### config.mk
export PLATFORM = sky130hd
export DESIGN_NAME = sysid_regbank_flat
export DESIGN_NICKNAME = d
export VERILOG_FILES = /design/src/rtl/sysid_regbank_if.sv /design/src/rtl/sysid_regbank.sv /design/src/flat_wrapper.sv
export SDC_FILE = /design/constraint.sdc
export NUM_CORES = 1
export LEC_CHECK = 0
export ABC_AREA = 1
export BUFFER_PORTS_ARGS = -buffer_cell sky130_fd_sc_hd__buf_2
export CAP_MARGIN = 10
export CORE_UTILIZATION = 41
export CTS_CLUSTER_SIZE = 30
export DETAILED_ROUTE_END_ITERATION = 10
export GPL_TIMING_DRIVEN = 0
export PLACE_DENSITY = 0.73
export RECOVER_POWER = 50
export SETUP_SLACK_MARGIN = 0.5
export SYNTH_ARGS = -nofsm -noshare
export SYNTH_HDL_FRONTEND = slang
export SYNTH_SLANG_ARGS = --single-unit
### constraint.sdc
create_clock -name clock -period 1.2 [get_ports clock]
set_clock_uncertainty 0.05 [all_clocks]
set_input_delay 0.18 -clock clock [delete_from_list [all_inputs] [get_ports clock]]
set_output_delay 0.18 -clock clock [all_outputs]
set_load 0.05 [all_outputs]
### src/rtl/sysid_regbank_if.sv
// Avalon-MM control-bus bundle for the sysid register bank.
// Latency: none, wires only.
// Backpressure: none, the bus has no waitrequest.
interface sysid_regbank_if #(
    parameter int ADDR_W = 3
);
    logic [ADDR_W-1:0] address;
    logic              read;
    logic              write;
    logic [31:0]       writedata;
    logic [3:0]        byteenable;
    logic [31:0]       readdata;
    logic              readdatavalid;

    modport master (
        output address, read, write, writedata, byteenable,
        input  readdata, readdatavalid
    );

    modport slave (
        input  address, read, write, writedata, byteenable,
        output readdata, readdatavalid
    );
endinterface

### src/rtl/sysid_regbank.sv
// System-ID slave: build ID, timestamp, scratch, lockable CTRL, optional uptime counter (SYSID_UPTIME_EN).
// Latency: read data READ_LATENCY cycles after the read is accepted; writes land on the next edge.
// Backpressure: none, every read and write is accepted in the cycle it is presented.
module sysid_regbank #(
    parameter logic [31:0] ID           = 32'hC0DE_0001,
    parameter logic [31:0] TIMESTAMP    = 32'h0000_0000,
    parameter int          ADDR_W       = 3,
    parameter int          READ_LATENCY = 1,
    parameter int          CNT_W        = 48
) (
    input logic             clock,
    input logic             reset_n,
    sysid_regbank_if.slave  bus
);

    // Parameter range guards, evaluated at elaboration.
    if (ADDR_W < 3) begin : g_bad_addr_w
        $error("sysid_regbank: ADDR_W must be at least 3");
    end
    if (READ_LATENCY < 1 || READ_LATENCY > 4) begin : g_bad_latency
        $error("sysid_regbank: READ_LATENCY must be in 1..4");
    end
    if (CNT_W < 33 || CNT_W > 64) begin : g_bad_cnt_w
        $error("sysid_regbank: CNT_W must be in 33..64");
    end

    localparam logic [ADDR_W-1:0] A_ID      = ADDR_W'(0);
    localparam logic [ADDR_W-1:0] A_TS      = ADDR_W'(1);
    localparam logic [ADDR_W-1:0] A_UP_LO   = ADDR_W'(2);
    localparam logic [ADDR_W-1:0] A_UP_HI   = ADDR_W'(3);
    localparam logic [ADDR_W-1:0] A_SCRATCH = ADDR_W'(4);
    localparam logic [ADDR_W-1:0] A_CTRL    = ADDR_W'(5);

    logic [31:0] scratch_q;
    logic        lock_q;
    logic        wr_ctrl;
    logic        wr_scratch;
    logic [31:0] uptime_lo;
    logic [31:0] uptime_hi;
    logic        wrap_bit;
    logic [31:0] rd_mux;

    // CTRL only looks at the low byte lane; SCRATCH is frozen once LOCK is set.
    assign wr_ctrl    = bus.write && (bus.address == A_CTRL) && bus.byteenable[0];
    assign wr_scratch = bus.write && (bus.address == A_SCRATCH) && !lock_q;

`ifdef SYSID_UPTIME_EN
    logic [CNT_W-1:0] cnt_q;
    logic [31:0]      shadow_q;
    logic             wrap_q;
    logic [63:0]      cnt_ext;
    logic             cnt_max;
    logic             cnt_clr;
    logic             wrap_clr;

    assign cnt_ext  = 64'(cnt_q);
    assign cnt_max  = &cnt_q;
    assign cnt_clr  = wr_ctrl && bus.writedata[1];
    assign wrap_clr = wr_ctrl && bus.writedata[2];

    // Free-running uptime counter; a CNT_CLR write zeroes it on the following edge.
    always_ff @(posedge clock or negedge reset_n) begin
        if (!reset_n) begin
            cnt_q <= '0;
        end else if (cnt_clr) begin
            cnt_q <= '0;
        end else begin
            cnt_q <= cnt_q + CNT_W'(1);
        end
    end

    // Reading the low word latches the upper bits so the next high-word read is coherent.
    always_ff @(posedge clock or negedge reset_n) begin
        if (!reset_n) begin
            shadow_q <= '0;
        end else if (bus.read && (bus.address == A_UP_LO)) begin
            shadow_q <= cnt_ext[63:32];
        end
    end

    // Sticky wrap flag: a clear beats the wrap, a new wrap beats a W1C.
    always_ff @(posedge clock or negedge reset_n) begin
        if (!reset_n) begin
            wrap_q <= 1'b0;
        end else if (cnt_max && !cnt_clr) begin
            wrap_q <= 1'b1;
        end else if (wrap_clr) begin
            wrap_q <= 1'b0;
        end
    end

    assign uptime_lo = cnt_ext[31:0];
    assign uptime_hi = shadow_q;
    assign wrap_bit  = wrap_q;
`else
    assign uptime_lo = '0;
    assign uptime_hi = '0;
    assign wrap_bit  = 1'b0;
`endif

    // Byte-lane writes into SCRATCH.
    always_ff @(posedge clock or negedge reset_n) begin
        if (!reset_n) begin
            scratch_q <= '0;
        end else if (wr_scratch) begin
            for (int b = 0; b < 4; b++) begin
                if (bus.byteenable[b]) begin
                    scratch_q[8*b +: 8] <= bus.writedata[8*b +: 8];
                end
            end
        end
    end

    // LOCK is set-only; only reset clears it.
    always_ff @(posedge clock or negedge reset_n) begin
        if (!reset_n) begin
            lock_q <= 1'b0;
        end else if (wr_ctrl && bus.writedata[0]) begin
            lock_q <= 1'b1;
        end
    end

    // Read decode from current register state, so a same-cycle write is not yet visible.
    always_comb begin
        rd_mux = '0;
        case (bus.address)
            A_ID:      rd_mux = ID;
            A_TS:      rd_mux = TIMESTAMP;
            A_UP_LO:   rd_mux = uptime_lo;
            A_UP_HI:   rd_mux = uptime_hi;
            A_SCRATCH: rd_mux = scratch_q;
            A_CTRL:    rd_mux = {29'd0, wrap_bit, 1'b0, lock_q};
            default:   rd_mux = '0;
        endcase
    end

    logic [READ_LATENCY-1:0] vld_q;
    logic [31:0]             dat_q [READ_LATENCY];

    // Fixed-latency read pipeline; data stages only move with valid so readdata holds between results.
    always_ff @(posedge clock or negedge reset_n) begin
        if (!reset_n) begin
            vld_q <= '0;
            for (int i = 0; i < READ_LATENCY; i++) begin
                dat_q[i] <= '0;
            end
        end else begin
            vld_q[0] <= bus.read;
            if (bus.read) begin
                dat_q[0] <= rd_mux;
            end
            for (int i = 1; i < READ_LATENCY; i++) begin
                vld_q[i] <= vld_q[i-1];
                if (vld_q[i-1]) begin
                    dat_q[i] <= dat_q[i-1];
                end
            end
        end
    end

    assign bus.readdata      = dat_q[READ_LATENCY-1];
    assign bus.readdatavalid = vld_q[READ_LATENCY-1];

endmodule

### src/flat_wrapper.sv
// flat-port wrapper written by rule: the top's interface ports become plain ports
module sysid_regbank_flat 
#(
    parameter logic [31:0] ID           = 32'hC0DE_0001,
    parameter logic [31:0] TIMESTAMP    = 32'h0000_0000,
    parameter int          ADDR_W       = 3,
    parameter int          READ_LATENCY = 1,
    parameter int          CNT_W        = 48
)
  (clock, reset_n, bus_address, bus_read, bus_write, bus_writedata, bus_byteenable, bus_readdata, bus_readdatavalid);
  sysid_regbank_if #(.ADDR_W(ADDR_W)) bus_i ();
  input logic clock;
  input logic reset_n;
  input wire logic [$bits(bus_i.address)-1:0] bus_address;
  input wire logic [$bits(bus_i.read)-1:0] bus_read;
  input wire logic [$bits(bus_i.write)-1:0] bus_write;
  input wire logic [$bits(bus_i.writedata)-1:0] bus_writedata;
  input wire logic [$bits(bus_i.byteenable)-1:0] bus_byteenable;
  output wire logic [$bits(bus_i.readdata)-1:0] bus_readdata;
  output wire logic [$bits(bus_i.readdatavalid)-1:0] bus_readdatavalid;
  assign bus_i.address = bus_address;
  assign bus_i.read = bus_read;
  assign bus_i.write = bus_write;
  assign bus_i.writedata = bus_writedata;
  assign bus_i.byteenable = bus_byteenable;
  assign bus_readdata = bus_i.readdata;
  assign bus_readdatavalid = bus_i.readdatavalid;
  sysid_regbank #(.ID(ID), .TIMESTAMP(TIMESTAMP), .ADDR_W(ADDR_W), .READ_LATENCY(READ_LATENCY), .CNT_W(CNT_W)) u_core (.clock(clock), .reset_n(reset_n), .bus(bus_i));
endmodule
==> metrics, run 1 <==
TritonCTS clock tree=yes; failing checks=negative hold slack; core area=6350 µm²; critical path launch point type=flip-flop; layout cell share with drive strength beyond 1=0.459; Worst slew margin=0.405; Skew-Pair Late Insertion Delay=0.33 ns; synthesized area=between 2000 and 3000 µm²; clock-pin slew on the worst setup and hold paths=0.07 ns; Psw=between 1000 and 1500 µW; first-pass GRT wire length=10300 µm; Avg Cell Area, Syn=9.10 µm²; total global-route track usage=0.193; reg-to-reg startpoint=u_core.lock_q; GPL Wtd Cong=0.757; number of cells produced by synthesis=~300; H-tree Lvls=3; initial core utilization=0.424; max frequency=0.835 GHz; vias=2350; Pre-Repair DR Iteration Count=4; Seq pwr share=0.499; power share of the clock group=0.406; Comb power frac=0.096; Ports=76; area grow syn2layout=48.1%; unrepaired setup endpoints after global routing=yes; Crit Path Category=reg -> reg; minimum clock period=1.20 ns; register area share after synthesis=0.613; routed len/inst=around 14 µm; diode count=0; Leak=0.00194 µW; Initial DRC Count=around 120; Port Buffer Count=70; antenna-violating nets left=0; Routed WL=6430 µm; Slew @ Worst Pin=0.893 ns; Critical Path Source=u_core.lock_q; chip width=between 80 and 90 µm; die area=6900 µm²; status=finished with violations; Hold Crit Class=in -> async; clock sinks=66; Rows=29; initial antenna violation count=0; Fillers=520; vias in the first global route=2219; number of remaining DRC errors=0; FF+latch count, synth=66; Critical Path RT=1.37 ns; FF/Latch Area=1690 µm²; Fin. Hold Viols=66; nets=432; Worst Hold Slack=-0.0489 ns; Critical Path AT=~1.4 ns; Max FO, Critical Path=8; Total Power=roughly 4500 µW; Multi-input gate area=1050 µm²; final core utilization=0.628; Vias/cell=4.99; switching share of power=0.234; VDD IR max=between 0.0007 and 0.0008 V; Yosys Warn Count=0; PwrDens=1140 nW/µm²; Critical Path Sink Type=flip-flop; fin crit share=0.998; Max Cap Viol=0; pin count of the biggest net entering global routing=67; grt ovf=0; Clk Tree Root Cell=clkbuf_8; HPWL after detailed placement=4190 µm; Post-Synthesis Net Count=339; Max clock buf depth=2; pre-CTS WS=-0.0881 ns; endpoints failing setup=0; die height=slightly above 80 µm; total CTS buffers=9; library cells used by synthesis=14; post-route setup slack=0.00279 ns; P_int=3490 µW; Final Max Slew Viols=0
power groups by stage:
stage	registers (µW)	clock network, µW	logic (µW)
finish	2270	1850	435
global route	2270	1980	473
CTS	2260	1900	402
detailed placement	2300	0	347
global placement	2300	0	344
floorplan	2370	0	102
state kept, by name, summed over array words and instances, names as in the netlist:
register	count
u_core.scratch_q	32
u_core.bus.readdatavalid	1
u_core.lock_q	1
u_core.bus.readdata	32
area by class of cell:
cell class                      instances  share of cell area
Tap cell                               77              0.0242
Timing Repair Buffer                   82               0.200
Inverter                                6             0.00565
Clock inverter                          2             0.00878
Clock buffer                           14              0.0408
Buffer                                 16              0.0329
Multi-Input combinational cell        208               0.263
Sequential cell                        66               0.424
through the flow:
step	setup TNS, ns	instance area, µm²	std cells
final	0	3990	471
after global routing	-1.50	3990	471
after global placement	-28.19	3230	443
after detailed placement	-2.18	3230	443
after floorplan	0	2780	296
after CTS	0	3750	467
critical path, cell delays in order, from the launching register on:
cell and delay, ns:
dfrtp_1 0.42, nor2_4 0.25, nand4_4 0.21, nand2_1 0.12
nand2_1 0.06
cell usage in the layout, fill, tap and decap left out, types with 4 or more instances in the layout:
cell	count
buf_2	40
buf_4	8
buf_6	7
buf_8	36
clkbuf_1	4
clkbuf_2	4
clkbuf_8	11
dfrtp_1	33
dfrtp_2	33
nand2_1	111
nand2_2	10
nand3_1	34
nand4_4	4
nor2_1	7
nor2_2	5
o21ai_1	19
o21ai_2	11
kinds of logic (layout without fill, tap and decap cells):
kind of cell           Yosys count  after routing  synth area share
AOI/OAI and AO/OA               32             32            0.0595
and+or+nand+nor                176            176             0.285
DFF                             66             66             0.613
buffers and inverters           22            120            0.0423
cells in the mapped netlist:
cell type | instances | share of area
clkbuf_1 | 8 | 0.011
inv_2 | 2 | 0.0028
dfrtp_1 | 66 | 0.61
buf_6 | 3 | 0.013
nor2_4 | 3 | 0.013
buf_2 | 4 | 0.0074
nand2_1 | 122 | 0.17
nand3_1 | 34 | 0.063
buf_4 | 1 | 0.0028
inv_1 | 4 | 0.0056
o21ai_0 | 32 | 0.059
nand4_2 | 4 | 0.019
nor2_1 | 12 | 0.017
nand3_2 | 1 | 0.0037
repair_timing:
action,CTS,global route
pin swaps,13,8
gates resized for setup,81,67
endpoints found under the hold margin,67,67
buffers inserted,8,4
endpoints found under the setup margin,98,131
metal layers:
layer	vias up	global-route usage	routed length [µm]
li1	1140	-	-
met4	0	0.0972	142
met5	-	0	0
met3	13	0.0497	388
met2	71	0.303	3230
met1	1126	0.247	2670
final timing paths:
| kind | endpoint | slack (ns) | cells after the start |
|---|---|---|---|
| setup / recovery | u_core.scratch_q[20] | 0.003 | 4 |
| hold / removal | u_core.bus.readdata[26] | -0.05 | 1 |
| setup reg to reg | u_core.scratch_q[20] | 0.003 | 4 |
| hold reg to reg | u_core.scratch_q[29] | 0.43 | 2 |
| max in group asynchronous | u_core.bus.readdata[15] | 0.52 | 1 |
| min in group clock | u_core.scratch_q[19] | 0.02 | 3 |
Power figures use the tool's default switching activity.
==> inputs of run 2 (changes only) <==
CORE_MARGIN = 1.5   (was default)
REMOVE_ABC_BUFFERS = 1   (was default)
==> run 2 against run 1 <==
  * The run ends with negative hold slack, negative setup slack left
  * Sequential share of layout area decreased by 2.7 points
  * Highest routed layer unchanged
  * Worst setup slack worse by 0.0046 ns
  * Critical endpoint is now u_core.scratch_q[24]
  * Register-to-register slack about the same
  * Via count rose by 1.0%
  * Clock-buffer cell count is 2 lower
  * Utilization up 2.7 points
  * Final area is 4.3% higher
  * Sequential cell count unchanged
  * Combinational power increased by 7.1%
  * Global-route usage up 1.2 points
==> metrics, run 2 (same netlist as run 1, synthesis figures left out) <==
status=finished with violations; failing checks=negative hold slack, negative setup slack; GPL Wtd Cong=0.738; number of remaining DRC errors=0; VDD IR max=0.000536 V; diode count=0; PwrDens=1090 nW/µm²; critical path launch point type=flip-flop; total global-route track usage=0.205; max frequency=0.832 GHz; initial antenna violation count=0; nets=roughly 450; Seq pwr share=0.500; power share of the clock group=0.398; HPWL after detailed placement=3680 µm; total CTS buffers=9; Fin Setup TNS=-0.00185 ns; vias in the first global route=between 2k and 2.5k; Critical Path RT=roughly 1.4 ns; gr busiest metal=met2; Max clock buf depth=2; Port Buffer Count=75; antenna-violating nets left=0; grt ovf=0; fin crit share=1.00; pin count of the biggest net entering global routing=67; M2 GR Usage=0.332; TritonCTS clock tree=yes; Critical Path AT=1.37 ns; Routed WL=7200 µm; Comb power frac=0.103; Psw=1120 µW; Critical Path Sink Type=flip-flop; Final Max Slew Viols=0; Worst Hold Slack=-0.0453 ns; minimum clock period=between 1 and 1.5 ns; core area=6350 µm²; Clk Tree Root Cell=clkbuf_8; most frequent cells in the layout=nand2_1, dfrtp_1, buf_6; Skew-Pair Late Insertion Delay=between 0.3 and 0.4 ns; Rows=29; Ports=76; P_int=3410 µW; H-tree Lvls=3; Hold Crit Class=in -> async; post-route setup slack=-0.00185 ns; first-pass GRT wire length=11000 µm; unrepaired setup endpoints after global routing=yes; initial core utilization=0.424; Slew @ Worst Pin=0.896 ns; area grow syn2layout=54.5%; Placement Cell Area=3080 µm²; Vias/cell=4.87; Fin. Hold Viols=66; design area=around 4200 µm²; Initial DRC Count=113; r2r setup slk=-0.002 ns; Max Cap Viol=0; met3 usage=0.0564; die height=84.0 µm; Pre-Repair DR Iteration Count=4; clock sinks=66; Leak=approximately 0.0021 µW; vias=approximately 2.4k; Crit Path Category=reg -> reg; Worst slew margin=0.402; met1 usage=0.261; switching share of power=0.246; clock-pin slew on the worst setup and hold paths=approximately 0.07 ns; Max FO, Critical Path=8; pre-CTS WS=-0.606 ns; layout cell share with drive strength beyond 1=0.456; chip width=84.0 µm; leading cell type in the layout, fill and taps excluded=nand2_1; routed len/inst=14.8 µm; die area=7060 µm²; endpoints failing setup=1
run 2: cell count changes in the layout (fill, tap and decap cells not counted), sizes merged:
cell | before | now
buf | 92 | 110
clkbuf | 20 | 14
clkinv | 1 | 2
clkinvlp | 0 | 2
inv | 6 | 5
nand2 | 122 | 123
nor2 | 15 | 16
run 2: critical path: stages (launching register included):
cell and delay [ns]:
dfrtp_1 0.42, nor2_4 0.24, nand4_4 0.20, nand2_1 0.11
nand2_1 0.06
run 2: path summary, 6_finish.rpt:
check,startpoint,to,cells past startpoint
min in group clock,bus_writedata[26],u_core.scratch_q[26],3
setup reg to reg,u_core.lock_q,u_core.scratch_q[24],4
max in group asynchronous,reset_n,u_core.scratch_q[14],1
hold / removal,reset_n,u_core.bus.readdata[19],1
hold reg to reg,u_core.scratch_q[10],u_core.scratch_q[10],2
setup / recovery,u_core.lock_q,u_core.scratch_q[24],4
run 2: stage by stage:
| stage | util | hold WS (ns) | instances | total power [µW] |
|---|---|---|---|---|
| 2_1_floorplan | - | -0.166 | 280 | 2420 |
| 3_3_place_gp | 0.484 | 0.315 | 432 | 2610 |
| 3_5_place_dp | 0.484 | 0.286 | 432 | 2620 |
| 4_1_cts | 0.591 | -0.0800 | 470 | 4510 |
| 5_1_grt | 0.655 | 0.0134 | 487 | 4710 |
| 6_report | 0.655 | -0.0453 | 487 | 4530 |
run 2: routing by layer:
layer | up-vias | wire [µm]
met1 | 1131 | 3080
met4 | 0 | 22
met3 | 2 | 334
li1 | 1180 | -
met5 | - | 0
met2 | 61 | 3760
run 2: timing repair:
| action | CTS | global route |
|---|---|---|
| pin swaps | 18 | 30 |
| setup buffers | 20 | 16 |
| resized for setup | 103 | 78 |
| hold endpoints to repair | 66 | 66 |
| gates cloned | 3 | 1 |
| setup endpoints to repair | 98 | 98 |
run 2: power by group through the flow:
stage | logic, µW | registers [µW] | clock network [µW]
6_report | 466 | 2260 | 1800
5_1_grt | 502 | 2260 | 1950
4_1_cts | 417 | 2260 | 1840
3_5_place_dp | 320 | 2300 | 0
3_3_place_gp | 316 | 2290 | 0
2_1_floorplan | 50.6 | 2370 | 0
run 2: layout make-up:
cell class | count | area (µm²)
Clock buffer | 12 | 145
Sequential cell | 66 | 1650
Inverter | 6 | 26.3
Timing Repair Buffer | 112 | 993
Timing Repair inverter | 1 | 7.51
Fill cell | 507 | 2190
Multi-Input combinational cell | 210 | 1200
Clock inverter | 3 | 40.0
Tap cell | 77 | 96.3
==> inputs of run 3 (changes only) <==
CORE_MARGIN = default   (was 1.5)
==> run 3 against run 2 <==
  * The run still ends with negative hold slack, negative setup slack left
  * Final area fell by 1.6%
  * Global-route usage fell by 0.35 points
  * Register-to-register slack got worse by 0.02 ns
  * First-iteration DRC count rose by 31%
  * Fmax fell by 1.8%
  * Sequential power barely moved
  * Critical endpoint is now u_core.scratch_q[19]
  * Wire length fell by 2.0%
  * Sequential cell count did not move
  * Sequential share of layout area rose by 0.63 points
  * Die area fell by 2.4%
  * Via count rose by 0.29%
==> metrics, run 3 (same netlist as run 1, synthesis figures left out) <==
Ports=76; Initial DRC Count=148; Port Buffer Count=75; core area=6350 µm²; chip width=83.0 µm; Crit Path Category=reg -> reg; Worst slew margin=0.401; initial antenna violation count=0; Max clock buf depth=2; initial core utilization=0.424; endpoints failing setup=16; die height=between 80 and 90 µm; Max Cap Viol=0; post-route setup slack=-0.0239 ns; max incr delay on CP=about 0.42 ns; r2r setup slk=-0.02 ns; die area=6900 µm²; GPL Wtd Cong=0.762; Pre-Repair DR Iteration Count=4; final core utilization=0.645; status=finished with violations; total global-route track usage=0.201; CP bufs+invs=2; Skew-Pair Late Insertion Delay=approximately 0.33 ns; TritonCTS clock tree=yes; area grow syn2layout=52.0%; minimum clock period=1.22 ns; diode count=0; routed len/inst=between 10 and 15 µm; most frequent cells in the layout=nand2_1, dfrtp_1, buf_6; number of remaining DRC errors=0; grt ovf=0; reg-to-reg startpoint=u_core.lock_q; Clk Tree Root Cell=clkbuf_8; Worst Hold Slack=-0.0655 ns; vias=2381; antenna-violating nets left=0; VDD IR max=0.000867 V; Leak=0.00205 µW; critical path launch point type=flip-flop; Rows=29; vias in the first global route=about 2.2k; Critical Path Sink Type=flip-flop; crit-path cells=inv_2 > nand3_4 > nor2_4 > clkbuf_16 > nand3_1 > nand2_1; HPWL after detailed placement=~3700 µm; CP top delay family=flip-flops; max frequency=about 0.82 GHz; R2R depth=6; pin count of the biggest net entering global routing=67; Critical Path RT=approximately 1.4 ns; PwrDens=1120 nW/µm²; Hold Crit Class=in -> async; first-pass GRT wire length=10700 µm; Routed WL=between 7000 and 8000 µm; total CTS buffers=9; R2R Path End=u_core.scratch_q[19]; CP endpoint=u_core.scratch_q[19]; Slew @ Worst Pin=0.899 ns; Total Power=approximately 4600 µW; Critical Path AT=around 1.4 ns; Final Max Slew Viols=0; fin crit share=1.02; clock sinks=66; failing checks=negative hold slack, negative setup slack; Fin. Hold Viols=66; H-tree Lvls=3; Critical Path Source=u_core.lock_q; layout cell share with drive strength beyond 1=0.413; Fillers=531; unrepaired setup endpoints after global routing=yes; leading cell type in the layout, fill and taps excluded=nand2_1; critical path depth=6; critical path's slowest cell=dfrtp_1; Vias/cell=4.90; clock-pin slew on the worst setup and hold paths=about 0.070 ns; nets=447; Max FO, Critical Path=8
-- run 3: worst min path at each step --
stage / startpoint / to / slack (ns)
after global routing: reset_n / u_core.bus.readdata[2] / 0.01
after CTS: reset_n / u_core.lock_q / -0.08
final: reset_n / u_core.bus.readdata[17] / -0.07
after floorplan: reset_n / u_core.bus.readdata[0] / -0.17
after global placement: bus_read / u_core.bus.readdatavalid / 0.32
after detailed placement: reset_n / u_core.bus.readdata[23] / 0.28
-- run 3: metrics by stage --
stage / hold WS (ns) / worst slack, ns / TNS [ns] / std cells / cell area, µm²
2_1_floorplan: -0.166 / -0.0496 / -1.59 / 280 / 2600
3_3_place_gp: 0.316 / -0.596 / -54.67 / 432 / 3070
3_5_place_dp: 0.280 / -0.613 / -33.54 / 432 / 3080
4_1_cts: -0.0790 / 0.00152 / 0 / 473 / 3790
5_1_grt: 0.0136 / -0.0917 / -2.35 / 486 / 4090
6_report: -0.0655 / -0.0239 / -0.168 / 486 / 4090
-- run 3: area by class of cell --
cell class                      count  area, µm²  share of cell area
Clock buffer                       14        163              0.0397
Clock inverter                      2       35.0             0.00856
Inverter                            6       26.3             0.00642
Multi-Input combinational cell    210       1110               0.272
Sequential cell                    66       1650               0.403
Tap cell                           77       96.3              0.0235
Timing Repair Buffer              110       1000               0.245
Timing Repair inverter              1       7.51             0.00183
-- run 3: repair_timing --
item                                    4_1_cts  5_1_grt
gates cloned                                  2        2
gates resized for setup                      97       71
endpoints found under the hold margin        66       66
setup buffers                                23       11
endpoints found under the setup margin       98       98
pin swaps                                    19       25
-- run 3: routing by layer --
metal / vias to the layer above / share of wire / global-route usage
li1: 1176 / - / -
met1: 1143 / 0.44 / 0.266
met2: 53 / 0.51 / 0.319
met3: 9 / 0.038 / 0.0497
met4: 0 / 0.012 / 0.0799
met5: - / 0 / 0
-- run 3: worst register-to-register path, stage by stage, from the launching register on --
cell,delay (ns)
dfrtp_1,0.42
inv_2,0.10
nand3_4,0.10
nor2_4,0.16
clkbuf_16,0.18
nand3_1,0.07
nand2_1,0.08
-- run 3: power breakdown --
| group | switching [µW] | internal (µW) |
|---|---|---|
| Combinational | 291 | 162 |
| Clock | 787 | 1070 |
| Sequential | 16.4 | 2240 |
